===== src/rtl/mmap_read_arbiter.sv =====
// Round-robin read arbiter: merges per-port read-address streams into one downstream
// engine and routes in-order responses back to the requester recorded in a tag FIFO.
module mmap_read_arbiter #(
    parameter int NumPorts    = 4,
    parameter int PortIdWidth = 2,
    parameter int AddrWidth   = 64,
    parameter int DataWidth   = 512,
    parameter int TagDepth    = 64,
    parameter int TagDepthLog = 6
) (
    input  logic                          clk,
    input  logic                          rst,
    input  logic [NumPorts*AddrWidth-1:0] req_addr_din,
    input  logic [NumPorts-1:0]           req_addr_write,
    output logic [NumPorts-1:0]           req_addr_full_n,
    output logic [DataWidth-1:0]          resp_data_dout,
    output logic [NumPorts-1:0]           resp_empty_n,
    input  logic [NumPorts-1:0]           resp_read,
    output logic [AddrWidth-1:0]          read_addr_din,
    output logic                          read_addr_write,
    input  logic                          read_addr_full_n,
    input  logic [DataWidth-1:0]          read_data_dout,
    output logic                          read_data_read,
    input  logic                          read_data_empty_n
);

    localparam logic [TagDepthLog:0]   TagFull  = (TagDepthLog + 1)'(TagDepth);
    localparam logic [TagDepthLog-1:0] PtrLast  = TagDepthLog'(TagDepth - 1);
    localparam logic [PortIdWidth-1:0] PortLast = PortIdWidth'(NumPorts - 1);

    logic [NumPorts-1:0]    buf_valid_q, buf_valid_d;
    logic [AddrWidth-1:0]   buf_addr_q [NumPorts];
    logic [PortIdWidth-1:0] rr_ptr_q, rr_ptr_d;

    logic [PortIdWidth-1:0] tag_mem_q [TagDepth];
    logic [TagDepthLog-1:0] tag_wr_q, tag_wr_d;
    logic [TagDepthLog-1:0] tag_rd_q, tag_rd_d;
    logic [TagDepthLog:0]   tag_count_q, tag_count_d;

    logic [PortIdWidth-1:0] grant;
    logic [PortIdWidth-1:0] cand;
    logic                   grant_found;
    logic                   issue_any;
    logic [NumPorts-1:0]    issue;
    logic [NumPorts-1:0]    push;
    logic [PortIdWidth-1:0] tag_head;
    logic                   head_ready;
    logic                   tag_push;
    logic                   tag_pop;

    function automatic logic [TagDepthLog-1:0] tag_ptr_next(input logic [TagDepthLog-1:0] p);
        return (p == PtrLast) ? '0 : p + 1'b1;
    endfunction

    function automatic logic [PortIdWidth-1:0] port_next(input logic [PortIdWidth-1:0] p);
        return (p == PortLast) ? '0 : p + 1'b1;
    endfunction

    // First valid buffer at or after rr_ptr, wrapping modulo NumPorts.
    always_comb begin
        grant       = rr_ptr_q;
        grant_found = 1'b0;
        cand        = '0;
        for (int k = 0; k < NumPorts; k++) begin
            cand = PortIdWidth'((int'(rr_ptr_q) + k) % NumPorts);
            if (!grant_found && buf_valid_q[cand]) begin
                grant       = cand;
                grant_found = 1'b1;
            end
        end
    end

    assign read_addr_write = grant_found && (tag_count_q < TagFull);
    assign read_addr_din   = buf_addr_q[grant];
    assign issue_any       = read_addr_write && read_addr_full_n;

    // A buffer that issues this cycle can be refilled in the same cycle.
    always_comb begin
        issue           = '0;
        req_addr_full_n = '0;
        push            = '0;
        buf_valid_d     = buf_valid_q;
        for (int i = 0; i < NumPorts; i++) begin
            issue[i]           = issue_any && (grant == PortIdWidth'(i));
            req_addr_full_n[i] = !buf_valid_q[i] || issue[i];
            push[i]            = req_addr_write[i] && req_addr_full_n[i];
            buf_valid_d[i]     = push[i] || (buf_valid_q[i] && !issue[i]);
        end
    end

    assign rr_ptr_d = issue_any ? port_next(grant) : rr_ptr_q;

    assign tag_head   = tag_mem_q[tag_rd_q];
    assign head_ready = read_data_empty_n && (tag_count_q != '0);

    always_comb begin
        resp_empty_n = '0;
        for (int i = 0; i < NumPorts; i++) begin
            resp_empty_n[i] = head_ready && (tag_head == PortIdWidth'(i));
        end
    end

    assign read_data_read = head_ready && resp_read[tag_head];
    assign resp_data_dout = read_data_dout;

    assign tag_push = issue_any;
    assign tag_pop  = read_data_read;

    always_comb begin
        tag_wr_d    = tag_push ? tag_ptr_next(tag_wr_q) : tag_wr_q;
        tag_rd_d    = tag_pop  ? tag_ptr_next(tag_rd_q) : tag_rd_q;
        tag_count_d = tag_count_q;
        case ({tag_push, tag_pop})
            2'b10:   tag_count_d = tag_count_q + 1'b1;
            2'b01:   tag_count_d = tag_count_q - 1'b1;
            default: tag_count_d = tag_count_q;
        endcase
    end

    always_ff @(posedge clk or posedge rst) begin
        if (rst) begin
            buf_valid_q <= '0;
            rr_ptr_q    <= '0;
            tag_wr_q    <= '0;
            tag_rd_q    <= '0;
            tag_count_q <= '0;
        end else begin
            buf_valid_q <= buf_valid_d;
            rr_ptr_q    <= rr_ptr_d;
            tag_wr_q    <= tag_wr_d;
            tag_rd_q    <= tag_rd_d;
            tag_count_q <= tag_count_d;
        end
    end

    // Storage only; its contents are qualified by the valid bits and tag_count.
    always_ff @(posedge clk) begin
        for (int i = 0; i < NumPorts; i++) begin
            if (push[i]) begin
                buf_addr_q[i] <= req_addr_din[i*AddrWidth +: AddrWidth];
            end
        end
        if (tag_push) begin
            tag_mem_q[tag_wr_q] <= grant;
        end
    end

endmodule

===== config.mk =====
export PLATFORM = sky130hd
export DESIGN_NAME = mmap_read_arbiter
export DESIGN_NICKNAME = d
export VERILOG_FILES = /design/src/rtl/mmap_read_arbiter.sv
export SDC_FILE = /design/constraint.sdc
export NUM_CORES = 1
export LEC_CHECK = 0
export CORE_AREA = 3 3 525 527
export DETAILED_ROUTE_END_ITERATION = 8
export DIE_AREA = 0 0 528 530
export GPL_ROUTABILITY_DRIVEN = 0
export HOLD_SLACK_MARGIN = 0.15
export PLACE_DENSITY = 0.3
export SETUP_SLACK_MARGIN = 0.05
export SLEW_MARGIN = 20
export SYNTH_ARGS = -nofsm -noshare
export SYNTH_HDL_FRONTEND = slang
export SYNTH_SLANG_ARGS = --single-unit

===== constraint.sdc =====
create_clock -name clk -period 5.75 [get_ports clk]
set_input_delay 1.15 -clock clk [delete_from_list [all_inputs] [get_ports clk]]
set_output_delay 1.15 -clock clk [all_outputs]
set_load 0.02 [all_outputs]

After elaboration in Yosys (flattened, before gate mapping)
Memories as Yosys holds them, arrays and structs flattened.
Cells that the tools add are included.
{"block": "op_classes", "addsub": 8, "magnitude_cmp": 6, "n_eq_ne": 10, "n_mux": 31, "reduce_logical": 46}
{"cell": "logical AND 1 bit", "count": 23}
{"cell": "two-way mux 1 bit", "count": 19}
{"cell": "less-than comparator 2 x 3 -> 1 bit, second input constant", "count": 5}
{"cell": "case mux 7 bit (2 select lines)", "count": 1}
{"cell": "adder 6 x 1 -> 6 bit, second input constant", "count": 2}
{"cell": "equality test 6 bit, second input constant", "count": 2}
{"cell": "two-way mux 6 bit", "count": 2}
{"cell": "zero test 1 bit", "count": 11}
{"cell": "binary-select mux 1 bit (select 2 bit)", "count": 5}
{"cell": "equality test 2 bit, second input constant", "count": 5}
{"cell": "logical OR 1 bit", "count": 8}
{"cell": "two-way mux 2 bit", "count": 4}
{"cell": "adder 7 x 1 -> 7 bit, second input constant", "count": 1}
{"cell": "less-than comparator 7 bit, second input constant", "count": 1}
{"cell": "nonzero test 7 bit", "count": 1}
{"cell": "subtractor 7 x 1 -> 7 bit, second input constant", "count": 1}
{"cell": "equality test 2 x 1 -> 1 bit, second input constant", "count": 3}
{"cell": "adder 2 x 1 -> 2 bit, second input constant", "count": 2}
{"cell": "adder 2 bit, second input constant", "count": 2}
{"cell": "zero test 2 bit", "count": 2}
{"cell": "nonzero test 2 bit", "count": 1}
{"block": "word_totals", "ff_bits": 25, "ram_bits": 384, "inputBits": 780, "mem_count": 2}
{"name": "buf_addr_q", "words": 4, "width": 64, "rd": 1, "rd_ports_with_merged_regs": 0, "write_ports": 4, "line_no": "32", "source": "logic [AddrWidth-1:0] buf_addr_q [NumPorts];"}
{"name": "tag_mem_q", "words": 64, "width": 2, "rd": 1, "rd_ports_with_merged_regs": 0, "write_ports": 1, "line_no": "35", "source": "logic [PortIdWidth-1:0] tag_mem_q [TagDepth];"}

Longest topological paths before layout
Gate-level depths: netlist (run 1).
{"block": "depth", "word_depth": 19, "mapped_depth": 20}

Worst setup path before layout (run 1)
OpenSTA, ideal clock, no wires.
{"block": "synth_timing", "kind": "register -> register", "startpoint": "reg rr_ptr_q[1]", "endpoint": "mem buf_addr_q[3][0] (enable)", "t_arrival_ps": 5699, "path_slack_ps": -442, "path_stages_with_launch": 10, "synth_period_minus_slack_ps": 6192, "cell_sequence": "dfrtp_1 > nor3_1 > a31oi_1 > o21ai_0 > o22a_1 > clkbuf_1 > clkbuf_1 > ha_1 > a21boi_0 > nor2b_1"}
{"element": "start: declaration", "line_no": "33", "source": "logic [PortIdWidth-1:0] rr_ptr_q, rr_ptr_d;"}
{"element": "start signal: assignment", "line_no": "129", "source": "rr_ptr_q <= rr_ptr_d;"}
{"element": "end: declaration", "line_no": "32"}

Worst setup path in the final report (run 1)
{"block": "layout_timing", "startpoint": "reg buf_valid_q[2]", "endpoint": "out read_addr_din[44]"}
{"block": "layout_between", "elab_chain_cells": 13}
{"element": "start: declaration", "line_no": "31", "source": "logic [NumPorts-1:0] buf_valid_q, buf_valid_d;"}
{"element": "start signal: assignment", "line_no": "128", "source": "buf_valid_q <= buf_valid_d;"}
{"element": "binary-select mux 1 bit (select 2 bit)", "line_no": "66", "source": "if (!grant_found && buf_valid_q[cand]) begin"}
{"element": "two-way mux 1 bit (implied by the code)", "line_no": "66"}
{"element": "two-way mux 1 bit", "line_no": "66"}
{"element": "zero test 1 bit", "line_no": "66"}
{"element": "logical AND 1 bit", "line_no": "66"}
{"element": "two-way mux 1 bit", "line_no": "66"}
{"element": "zero test 1 bit", "line_no": "66"}
{"element": "logical AND 1 bit", "line_no": "66"}
{"element": "two-way mux 1 bit", "line_no": "66"}
{"element": "zero test 1 bit", "line_no": "66"}
{"element": "logical AND 1 bit", "line_no": "66"}
{"element": "two-way mux 2 bit *", "line_no": "66"}
{"element": "memory (4 x 64 bit) *"}
{"element": "end: declaration", "line_no": "19", "source": "output logic [AddrWidth-1:0] read_addr_din,"}
Mark *: on every way between the ends. The rest lies on a longest branch, timed or not. The select of a mux whose other input is x is not followed.

==> out/metrics.cfg, run 1 <==
[routing]
num_vias = 12600
wl_um = 145000
routed_via_density = 2.45
drtAntennaViolNets = 0
firstDrtPassIters = 5
drtIter0Drc = 864
post_drt_wl_per_cell_um = 28.2
remaining_drc_errors = 0

[grt]
grt_pass1_wl_um = 175000
grt_overflow = 0
grt_usage_pct = 9.90
grt_antenna_before_repair = 48
grt_max_degree = 74
grt_pass1_vias = 13200

[clocking]
numClockSinks = 409
post_cts_buffers = 0
cts.repair.resized = 0
cts-root-buf = clkbuf_16
postCtsHoldBufs = 0
clk-insertion-delay-late_ns = 0.68
path_clk_slew_ns = 0.06
clock_path_buffers = 3
cts_tree = yes
cts_buffers = 56
ctsHtreeMaxLevel = 2

[setup_path]
cp_max_fo = 48
endpoint_kind = output pin
crit_required_ns = 4.60
start_kind = flip-flop
criticalPathCategory = reg -> out
crit_arrival_ns = 4.09

[synth]
synth_ff_type = edfxtp_1
synthCells = 1672
ys_ff_latch = 409
yosys_warnings = 0
yosysTopAreaCell = edfxtp_1
synthArstFlopShare_pct = 6.11
synth_most_common_cell = buf_4
ys_types = 57
ys_top_cells_by_area = edfxtp_1 (57%), buf_4 (19%), nand2_1 (5.2%)
synthesis.area_um2 = 20400
ys_seq_area_share_pct = 59.7
syn_area_per_cell_um2 = 12.2
syn_nets = 2465
synth_edf_count = 384
yosysTopAreaCellShare_pct = 56.6
netlist_top_cells_count = buf_4 (513), edfxtp_1 (384), nand2_1 (280)

[sta]
tightest_slew_ns = 0.811
finalClockSkew_ns = 0.0376
fmax_mhz = 191
hold_violations = 0
slew_viol_final = 0
rsz0062_at_grt = false
timing.final.crit_share_pct = 91.1
setup_viol = 0
finalCriticalPeriod_ns = 5.24
tns_ns = 0
slew_headroom_pct = 45.5

[place]
placement.io_buffers = 341
hpwl_um = 116000

[power]
power_frac_comb_pct = 45.3
ir_drop_v = 0.000276
power_w = 0.0141
seqPwrFrac_pct = 30.0
leakagePower_nw = 8.01
swShare_pct = 40.7
clock_power_share_pct = 24.8
power.switching_w = 0.00575
p_int_w = 0.00837
powerDensity_nw_per_um2 = 535

[job]
drv_cap = 0

[floorplanning]
core.rowCount = 191
io_pins = 1366
design.die.area_um2 = 280000
core_um2 = 271000
fp.dieH_um = 530
die_w_um = 528
start_util_pct = 7.51

[finish]
drive_above_1_share_pct = 11.3
num-nets-final = 2318
fillCellCount = 31100
syn_to_final_growth_pct = 29.7

[outcome]
status = completed

[worst_hold_path]
hold_class = reg -> reg

-- power groups by stage --
stage / registers, W / logic, W / clock network, W
floorplan: 0.00414 / 0.00388 / 0
global placement: 0.00430 / 0.00678 / 0
detailed placement: 0.00430 / 0.00672 / 0
CTS: 0.00425 / 0.00676 / 0.00368
global route: 0.00429 / 0.00706 / 0.00378
finish: 0.00423 / 0.00639 / 0.00349
-- path summary, 6_finish.rpt --
kind / start / to / slack [ns] / cells past startpoint
max: buf_valid_q[2] / read_addr_din[44] / 0.51 / 11
min: tag_count_q[4] / tag_count_q[4] / 0.53 / 2
max reg2reg: tag_rd_q[0] / tag_count_q[6] / 1.03 / 18
min reg2reg: tag_count_q[4] / tag_count_q[4] / 0.53 / 2
max in group asynchronous: rst / tag_rd_q[0] / 4.33 / 3
min in group asynchronous: rst / tag_wr_q[3] / 1.06 / 3
-- cell type report --
cell class | count | area [um2] | share of cell area [%]
Clock inverter | 27 | 274 | 1.04
Multi-Input combinational cell | 668 | 4090 | 15.5
Clock buffer | 75 | 1530 | 5.80
Inverter | 15 | 60.1 | 0.227
Timing Repair Buffer | 375 | 3790 | 14.4
Sequential cell | 409 | 12200 | 46.0
Tap cell | 3570 | 4470 | 16.9
Antenna cell | 18 | 45.0 | 0.171
-- logic make-up (layout without fill, tap and decap cells) --
group           Yosys count  after routing  share of synthesized area [%]
flops                   409            409                           59.7
other cells               0             18                              0
buf+inv                 595            492                           20.5
xor+xnor                 11             11                          0.473
fa+ha+maj                13             13                          0.836
compound gates          116            116                           3.71
mux                      51             51                           4.41
simple gates            477            477                           10.4
-- worst max-delay path: stages (launching register included) --
cell and delay, ns:
dfrtp_1 0.41, inv_1 0.13, nor3_1 0.06, a31oi_1 0.15
o21ai_0 0.12, o22a_4 0.38, inv_4 0.48, buf_12 0.31
nand2_1 0.13, and3_1 0.18, a31oi_1 0.26, clkdlybuf4s50_1 0.67
-- per-stage QoR --
step                      hold slack, ns  instance area (um2)  cells  util [%]  worst slack, ns
after floorplan                    0.455                20400   1672         -            0.525
after global placement             0.523                24600   5037      9.06            0.956
after detailed placement           0.526                24600   5037      9.06            0.947
after CTS                          0.540                26400   5139      9.73            0.292
after global routing               0.585                26400   5140      9.73            0.202
final                              0.533                26400   5157      9.75            0.511
-- layout by cell type, fill, tap and decap left out, drive strengths merged, types with 2 or more instances in the layout --
cell type and n:
edfxtp 384, bufinv 3, dfrtp 25, nor2 82, a21oi 14, and3 68
clkbuf 75, or2 6, nor4 2, o2111ai 2, xnor2 7, ha 12
xor2 4, diode 18, a22oi 2, clkdlybuf4s50 340, buf 35, o21bai 2
inv 18, mux2 11, mux2i 11, o21ai 11, nand3 9, clkinvlp 5
a31oi 68, nor3 2, nor2b 6, nand2 280, mux4 29, a21o 2
nand3b 10, clkinv 16, or3 5, a311oi 2, o31ai 2
-- metal layers --
metal  GRT usage, %  share of wire (%)  wire [um]  vias to the layer above
met1           8.09                 29      41500                     5949
met3           13.9                 29      41800                      332
li1               -                  -          -                     5061
met4           4.07                4.4       6380                       68
met5           5.97                1.8       2560                        -
met2           12.2                 36      53000                     1219
-- sequential cells by signal, indices dropped and copies added, names as in the netlist --
signal,cells
tag_rd_q,6
buf_addr_q,256
tag_wr_q,6
buf_valid_q,4
tag_mem_q,128
rr_ptr_q,2
tag_count_q,7
Note: power is estimated with default switching activity, not from simulation.
==> run 2, diff against run 1 <==
--- a/config.mk
+++ b/config.mk
@@ -6,13 +6,15 @@
 export NUM_CORES = 1
 export LEC_CHECK = 0
 export CORE_AREA = 3 3 525 527
+export CTS_CLUSTER_SIZE = 24
 export DETAILED_ROUTE_END_ITERATION = 8
 export DIE_AREA = 0 0 528 530
 export GPL_ROUTABILITY_DRIVEN = 0
 export HOLD_SLACK_MARGIN = 0.15
 export PLACE_DENSITY = 0.3
+export RECOVER_POWER = 50
 export SETUP_SLACK_MARGIN = 0.05
-export SLEW_MARGIN = 20
+export SLEW_MARGIN = 0
 export SYNTH_ARGS = -nofsm -noshare
 export SYNTH_HDL_FRONTEND = slang
 export SYNTH_SLANG_ARGS = --single-unit
==> run 2 against run 1 <==
The run now ends with capacitance limit, slew limit left. Total power shrank 0.28%. Worst setup slack improved by 0.0016 ns. Sequential power hardly changed. Clock power barely moved. Global-route usage did not move. Worst hold slack hardly changed. Critical endpoint unchanged.
==> out/metrics.cfg, run 2 (synthesized netlist as in run 1, its figures left out) <==
[floorplanning]
die_w_um = 528  ; unchanged
io_pins = 1366  ; unchanged
core.rowCount = 191  ; unchanged
core_um2 = 271000  ; unchanged
fp.dieH_um = 530  ; unchanged
start_util_pct = 7.51  ; unchanged
design.die.area_um2 = 280000  ; unchanged

[grt]
grt_usage_pct = 9.90  ; unchanged
grt_pass1_vias = 13200  ; unchanged
grt_pass1_wl_um = 175000  ; unchanged
grt_max_degree = 74  ; unchanged
grt_antenna_before_repair = 85  ; +77%
grt_overflow = 0  ; unchanged

[clocking]
clk-insertion-delay-late_ns = 0.68  ; about the same
path_clk_slew_ns = 0.06  ; about the same
clock_path_buffers = 3  ; unchanged
cts.repair.resized = 0  ; unchanged
post_cts_buffers = 0  ; unchanged
cts_tree = yes
ctsHtreeMaxLevel = 2  ; unchanged
numClockSinks = 409  ; unchanged
cts-root-buf = clkbuf_16
cts_buffers = 56  ; unchanged
postCtsHoldBufs = 0  ; unchanged

[setup_path]
path_buf_inv = 4  ; unchanged
crit_arrival_ns = 4.09  ; about the same
crit_required_ns = 4.60  ; about the same
slowest_stage = clkdlybuf4s50_1
worstPathCellList = inv_1 -> nor3_1 -> a31oi_1 -> o21ai_0 -> o22a_4 -> inv_4 -> buf_12 -> nand2_1 -> and3_1 -> a31oi_1 -> clkdlybuf4s50_1
criticalPathCategory = reg -> out
start_kind = flip-flop
reg2reg_slack_ns = 1.03  ; about the same
slowest_delay_ns = 0.67  ; about the same
cp_max_fo = 48  ; unchanged
endpoint_kind = output pin
path_common_cell = a31oi_1
path_delay_family = buffers and inverters

[power]
power_frac_comb_pct = 45.2  ; about the same
swShare_pct = 40.8  ; +0.10 points
powerDensity_nw_per_um2 = 532  ; -0.40%
power_w = 0.0141  ; -0.28%
clock_power_share_pct = 24.8  ; about the same
seqPwrFrac_pct = 30.1  ; about the same
leakagePower_nw = 8.07  ; +0.69%
power.switching_w = 0.00575  ; about the same
p_int_w = 0.00833  ; -0.45%
ir_drop_v = 0.000276  ; -0.16%

[sta]
timing.final.crit_share_pct = 91.1  ; about the same
tns_ns = 0  ; unchanged
finalClockSkew_ns = 0.0404  ; +0.00280 ns
slew_viol_final = 26  ; +26
tightest_slew_ns = 1.93  ; +1.12 ns
rsz0062_at_grt = false
finalCriticalPeriod_ns = 5.24  ; -0.00158 ns
slew_headroom_pct = -29.0  ; -74 points
hold_violations = 0  ; unchanged
hold_ws_ns = 0.533  ; -0.0000110 ns
setup_viol = 0  ; unchanged
fmax_mhz = 191  ; about the same

[place]
dp_cells = 5037  ; unchanged
hpwl_um = 116000  ; unchanged
placement.io_buffers = 341  ; unchanged
dpl_cell_area_um2 = 24600  ; unchanged

[worst_hold_path]
hold_class = reg -> reg

[routing]
firstDrtPassIters = 5  ; unchanged
routed_via_density = 2.46  ; +0.35%
remaining_drc_errors = 0  ; unchanged
wl_um = 145000  ; about the same
post_drt_wl_per_cell_um = 28.1  ; -0.25%
num_vias = 12700  ; +0.68%
drtIter0Drc = 871  ; +0.81%
drtAntennaViolNets = 0  ; unchanged

[finish]
final_common_cell = edfxtp_1
instances_no_fill = 5174  ; +0.33%
largestRegisters = buf_addr_q x256, tag_mem_q x128, tag_count_q x7
num-nets-final = 2318  ; unchanged
final_cell_mix = edfxtp_1 (384), nand2_1 (280), dlygate4sd3_1 (257), clkdlybuf4s50_1 (83), nor2_1 (81)
top_register = buf_addr_q
drive_above_1_share_pct = 11.2  ; -0.19 points
syn_to_final_growth_pct = 29.9
final_area_um2 = 26400  ; +0.12%
largest_reg_flops = 256  ; unchanged

[job]
drv_cap = 1  ; +1

[outcome]
status = finished, violations left
violations = capacitance limit, slew limit

[run 2: changes by cell type in the layout (fill, tap and decap cells not counted), sizes merged]
cell / delta
clkbuf: +3
clkdlybuf4s50: -257
dlygate4sd3: +257
buf: -3
diode: +17
[run 2: through the flow]
step | worst slack, ns | util, %
2_1_floorplan | 0.525 | -
3_3_place_gp | 0.956 | 9.06
3_5_place_dp | 0.947 | 9.06
4_1_cts | 0.292 | 9.73
5_1_grt | 0.202 | 9.74
6_report | 0.512 | 9.76
[run 2: final timing paths]
kind,from,to,cells after the start
hold / removal,tag_count_q[4],tag_count_q[4],2
min in group asynchronous,rst,tag_wr_q[3],3
max in group asynchronous,rst,tag_rd_q[0],3
setup / recovery,buf_valid_q[2],read_addr_din[44],11
setup reg to reg,tag_rd_q[0],tag_count_q[6],18
hold reg to reg,tag_count_q[4],tag_count_q[4],2
[run 2: power groups by stage]
stage	clock, W	sequential, W	combinational [W]
final	0.00349	0.00423	0.00636
after floorplan	0	0.00414	0.00388
after CTS	0.00368	0.00425	0.00676
after global routing	0.00378	0.00429	0.00702
after global placement	0	0.00430	0.00678
after detailed placement	0	0.00430	0.00672
[run 2: layout make-up]
class,instances,area (um2)
antenna,35,87.6
clock buffer,75,1530
clock inverter,27,274
fill,31200,245000
inverter,15,60.1
multi-input combinational,668,4090
sequential,409,12200
tap,3570,4470
timing repair buffer,375,3780
[run 2: per-layer routing]
| layer | vias up | GRT usage, % | part of all wire [%] |
|---|---|---|---|
| met3 | 375 | 13.9 | 29 |
| met1 | 5924 | 8.09 | 28 |
| met4 | 88 | 4.07 | 4.5 |
| met5 | - | 5.97 | 1.9 |
| met2 | 1241 | 12.2 | 36 |
| li1 | 5087 | - | - |
[run 2: tightest hold or removal path: stages (launching register included)]
cell and delay (ns):
dfrtp_1 0.38, nand2_1 0.06, o21ai_0 0.06
==> run 3, diff against run 2 <==
--- a/config.mk
+++ b/config.mk
@@ -5,10 +5,10 @@
 export SDC_FILE = /design/constraint.sdc
 export NUM_CORES = 1
 export LEC_CHECK = 0
-export CORE_AREA = 3 3 525 527
+export CORE_AREA = 10 10 516 518
 export CTS_CLUSTER_SIZE = 24
 export DETAILED_ROUTE_END_ITERATION = 8
-export DIE_AREA = 0 0 528 530
+export DIE_AREA = 0 0 526 528
 export GPL_ROUTABILITY_DRIVEN = 0
 export HOLD_SLACK_MARGIN = 0.15
 export PLACE_DENSITY = 0.3
==> run 3 against run 2 <==
The flow still finishes with violations (capacitance limit, slew limit). Critical path depth down 3. Via count fell by 1.1%. Worst hold slack got worse by 0.026 ns. Register-to-register slack got worse by 0.09 ns. Wire length grew 0.86%. Clock power fell by 5%. Sequential share of layout area is 0.55 points higher. Global-route usage up 0.095 points. Flip-flop and latch count did not move. Clock-buffer cell count shrank 5. Total power fell by 0.41%. Critical endpoint is now resp_empty_n[2]. Highest routed layer unchanged.
==> out/metrics.cfg, run 3 (synthesized netlist as in run 1, its figures left out) <==
[setup_path]
worstPathCellList = buf_4 -> mux4_2 -> a22oi_1 -> a41oi_1 -> a32oi_4 -> or2b_1 -> nor2_1 -> clkdlybuf4s50_1
cp_max_fo = 19  ; -60%
crit_required_ns = 4.60  ; about the same
reg2reg_depth = 18  ; unchanged
start_kind = flip-flop
path_buf_inv = 2  ; -2
crit_arrival_ns = 4.11  ; +0.02 ns
reg2reg_slack_ns = 0.94  ; -0.09 ns
r2r-start = tag_rd_q[0]
slowest_delay_ns = 0.67  ; about the same
slowest_stage = clkdlybuf4s50_1
criticalPathCategory = reg -> out
endpoint_kind = output pin
reg2reg_to = tag_count_q[6]
path_delay_family = buffers and inverters

[power]
swShare_pct = 41.5  ; +0.69 points
power.switching_w = 0.00582  ; +1.3%
seqPwrFrac_pct = 30.0  ; about the same
clock_power_share_pct = 23.7  ; -1.1 points
ir_drop_v = 0.000261  ; -5.3%
p_int_w = 0.00820  ; -1.6%
power_w = 0.0140  ; -0.41%
power_frac_comb_pct = 46.3  ; +1.1 points
leakagePower_nw = 8.04  ; -0.26%
powerDensity_nw_per_um2 = 537  ; +0.77%

[clocking]
clk-insertion-delay-late_ns = 0.69  ; about the same
postCtsHoldBufs = 0  ; unchanged
cts_buffers = 54  ; -3.6%
cts-root-buf = clkbuf_16
cts_tree = yes
numClockSinks = 409  ; unchanged
path_clk_slew_ns = 0.06  ; about the same
post_cts_buffers = 0  ; unchanged
ctsHtreeMaxLevel = 2  ; unchanged
clock_path_buffers = 3  ; unchanged
cts.repair.resized = 0  ; unchanged

[grt]
grt_pass1_wl_um = 177000  ; +1.6%
grt_usage_pct = 10.0  ; +0.095 points
grt_overflow = 0  ; unchanged
grt_antenna_before_repair = 83  ; -2.4%
grt_max_degree = 83  ; +12%
grt_pass1_vias = 13300  ; +1.3%

[sta]
fmax_mhz = 190  ; -0.46%
timing.final.ws_setup_ns = 0.488  ; -0.0243 ns
hold_violations = 0  ; unchanged
tns_ns = 0  ; unchanged
finalClockSkew_ns = 0.0555  ; +0.0151 ns
finalCriticalPeriod_ns = 5.26  ; +0.0243 ns
setup_viol = 0  ; unchanged
tightest_slew_ns = 1.96  ; +0.0265 ns
timing.final.crit_share_pct = 91.5  ; +0.42 points
rsz0062_at_grt = false
slew_headroom_pct = -30.7  ; -1.8 points
slew_viol_final = 26  ; unchanged

[floorplanning]
design.die.area_um2 = 278000  ; -0.75%
start_util_pct = 7.96  ; +0.45 points
io_pins = 1366  ; unchanged
die_w_um = 526  ; -0.38%
fp.dieH_um = 528  ; -0.38%
core_um2 = 256000  ; -5.6%
core.rowCount = 186  ; -2.6%

[place]
dp_cells = 4857  ; -3.6%
placement.io_buffers = 341  ; unchanged
dp_slack_ns = 0.830  ; -0.117 ns
hpwl_um = 119000  ; +2.8%

[finish]
top_register = buf_addr_q
utilization_pct = 10.2  ; +0.46 points
instances_no_fill = 4986  ; -3.6%
num-nets-final = 2322  ; +0.17%
syn_to_final_growth_pct = 28.4
final_common_cell = edfxtp_1
drive_above_1_share_pct = 11.1  ; -0.092 points
final_cell_mix = edfxtp_1 (384), nand2_1 (280), dlygate4sd3_1 (258), clkdlybuf4s50_1 (82), nor2_1 (81)
largest_reg_flops = 256  ; unchanged
largestRegisters = buf_addr_q x256, tag_mem_q x128, tag_count_q x7

[routing]
drtAntennaViolNets = 0  ; unchanged
routed_via_density = 2.52  ; +2.6%
drtIter0Drc = 733  ; -16%
wl_um = 147000  ; +0.86%
remaining_drc_errors = 0  ; unchanged
num_vias = 12600  ; -1.1%
post_drt_wl_per_cell_um = 29.4  ; +4.7%
firstDrtPassIters = 4  ; -1

[worst_hold_path]
holdCritStartpoint = tag_count_q[6]
hold_depth = 1  ; -1
hold_class = reg -> reg
holdPathEnd = tag_count_q[6]

[outcome]
status = finished, violations left
violations = capacitance limit, slew limit

[job]
drv_cap = 1  ; unchanged

run 3: changes by cell type in the layout (fill, tap and decap cells not counted), moves of 2 or more:
cell and change:
diode_2 -6, clkinv_4 +4, clkinvlp_4 -2, clkbuf_8 -6, clkbuf_16 -2, clkinv_16 +2, clkbuf_1 +2, buf_4 +8
inv_6 -2, clkinv_1 +3
run 3: power by group through the flow:
stage	registers, W	logic [W]	clock network (W)
after floorplan	0.00414	0.00388	0
after global placement	0.00428	0.00693	0
after detailed placement	0.00428	0.00688	0
after CTS	0.00422	0.00692	0.00348
after global routing	0.00426	0.00718	0.00357
final	0.00421	0.00649	0.00332
run 3: worst max path at each step:
stage / endpoint / cells after the start / start / slack [ns]
2_1_floorplan: buf_addr_q[0][0] / 11 / buf_valid_q[2] / 0.53
6_report: resp_empty_n[2] / 8 / tag_rd_q[0] / 0.49
3_5_place_dp: tag_count_q[6] / 18 / tag_rd_q[0] / 0.83
4_1_cts: resp_empty_n[0] / 8 / tag_rd_q[0] / 0.29
5_1_grt: resp_empty_n[0] / 8 / tag_rd_q[0] / 0.16
3_3_place_gp: tag_count_q[6] / 18 / tag_rd_q[0] / 0.81
run 3: area by class of cell:
| type | instances | area [um2] |
|---|---|---|
| fillers | 29100 | 230000 |
| flip-flops and latches | 409 | 12200 |
| well taps | 3384 | 4230 |
| multi-input cells | 668 | 4090 |
| repair buffers | 381 | 3820 |
| clock buffers | 70 | 1410 |
| clock inverters | 30 | 294 |
| diodes | 29 | 72.6 |
| inverters | 15 | 62.6 |
run 3: worst register-to-register path, cell delays in order (launching register included):
cell and delay [ns]:
dfrtp_2 0.63, buf_4 0.37, mux4_2 0.55, a22oi_1 0.23
a41oi_1 0.21, a32oi_4 0.27, mux2i_1 0.12, mux2_4 0.33
nor2_2 0.23, ha_1 0.41, ha_1 0.34, a21oi_1 0.16
nor2_1 0.06, nor2_1 0.15, o21bai_1 0.09, a21oi_1 0.17
xor2_1 0.17, nor2_1 0.07, xor2_1 0.15
run 3: metrics by stage:
| step | hold WS [ns] | area [um2] |
|---|---|---|
| after floorplan | 0.455 | 20400 |
| after global placement | 0.510 | 24400 |
| after detailed placement | 0.507 | 24400 |
| after CTS | 0.520 | 26100 |
| after global routing | 0.535 | 26100 |
| final | 0.507 | 26100 |
run 3: routing by layer:
metal / vias to the layer above / wire length [um] / global-route usage, % / part of all wire, %
met4: 108 / 8120 / 4.78 / 5.5
met5: - / 2110 / 4.65 / 1.4
met1: 5744 / 43800 / 8.52 / 30
li1: 5086 / - / - / -
met2: 1214 / 51200 / 12.0 / 35
met3: 425 / 41400 / 13.8 / 28
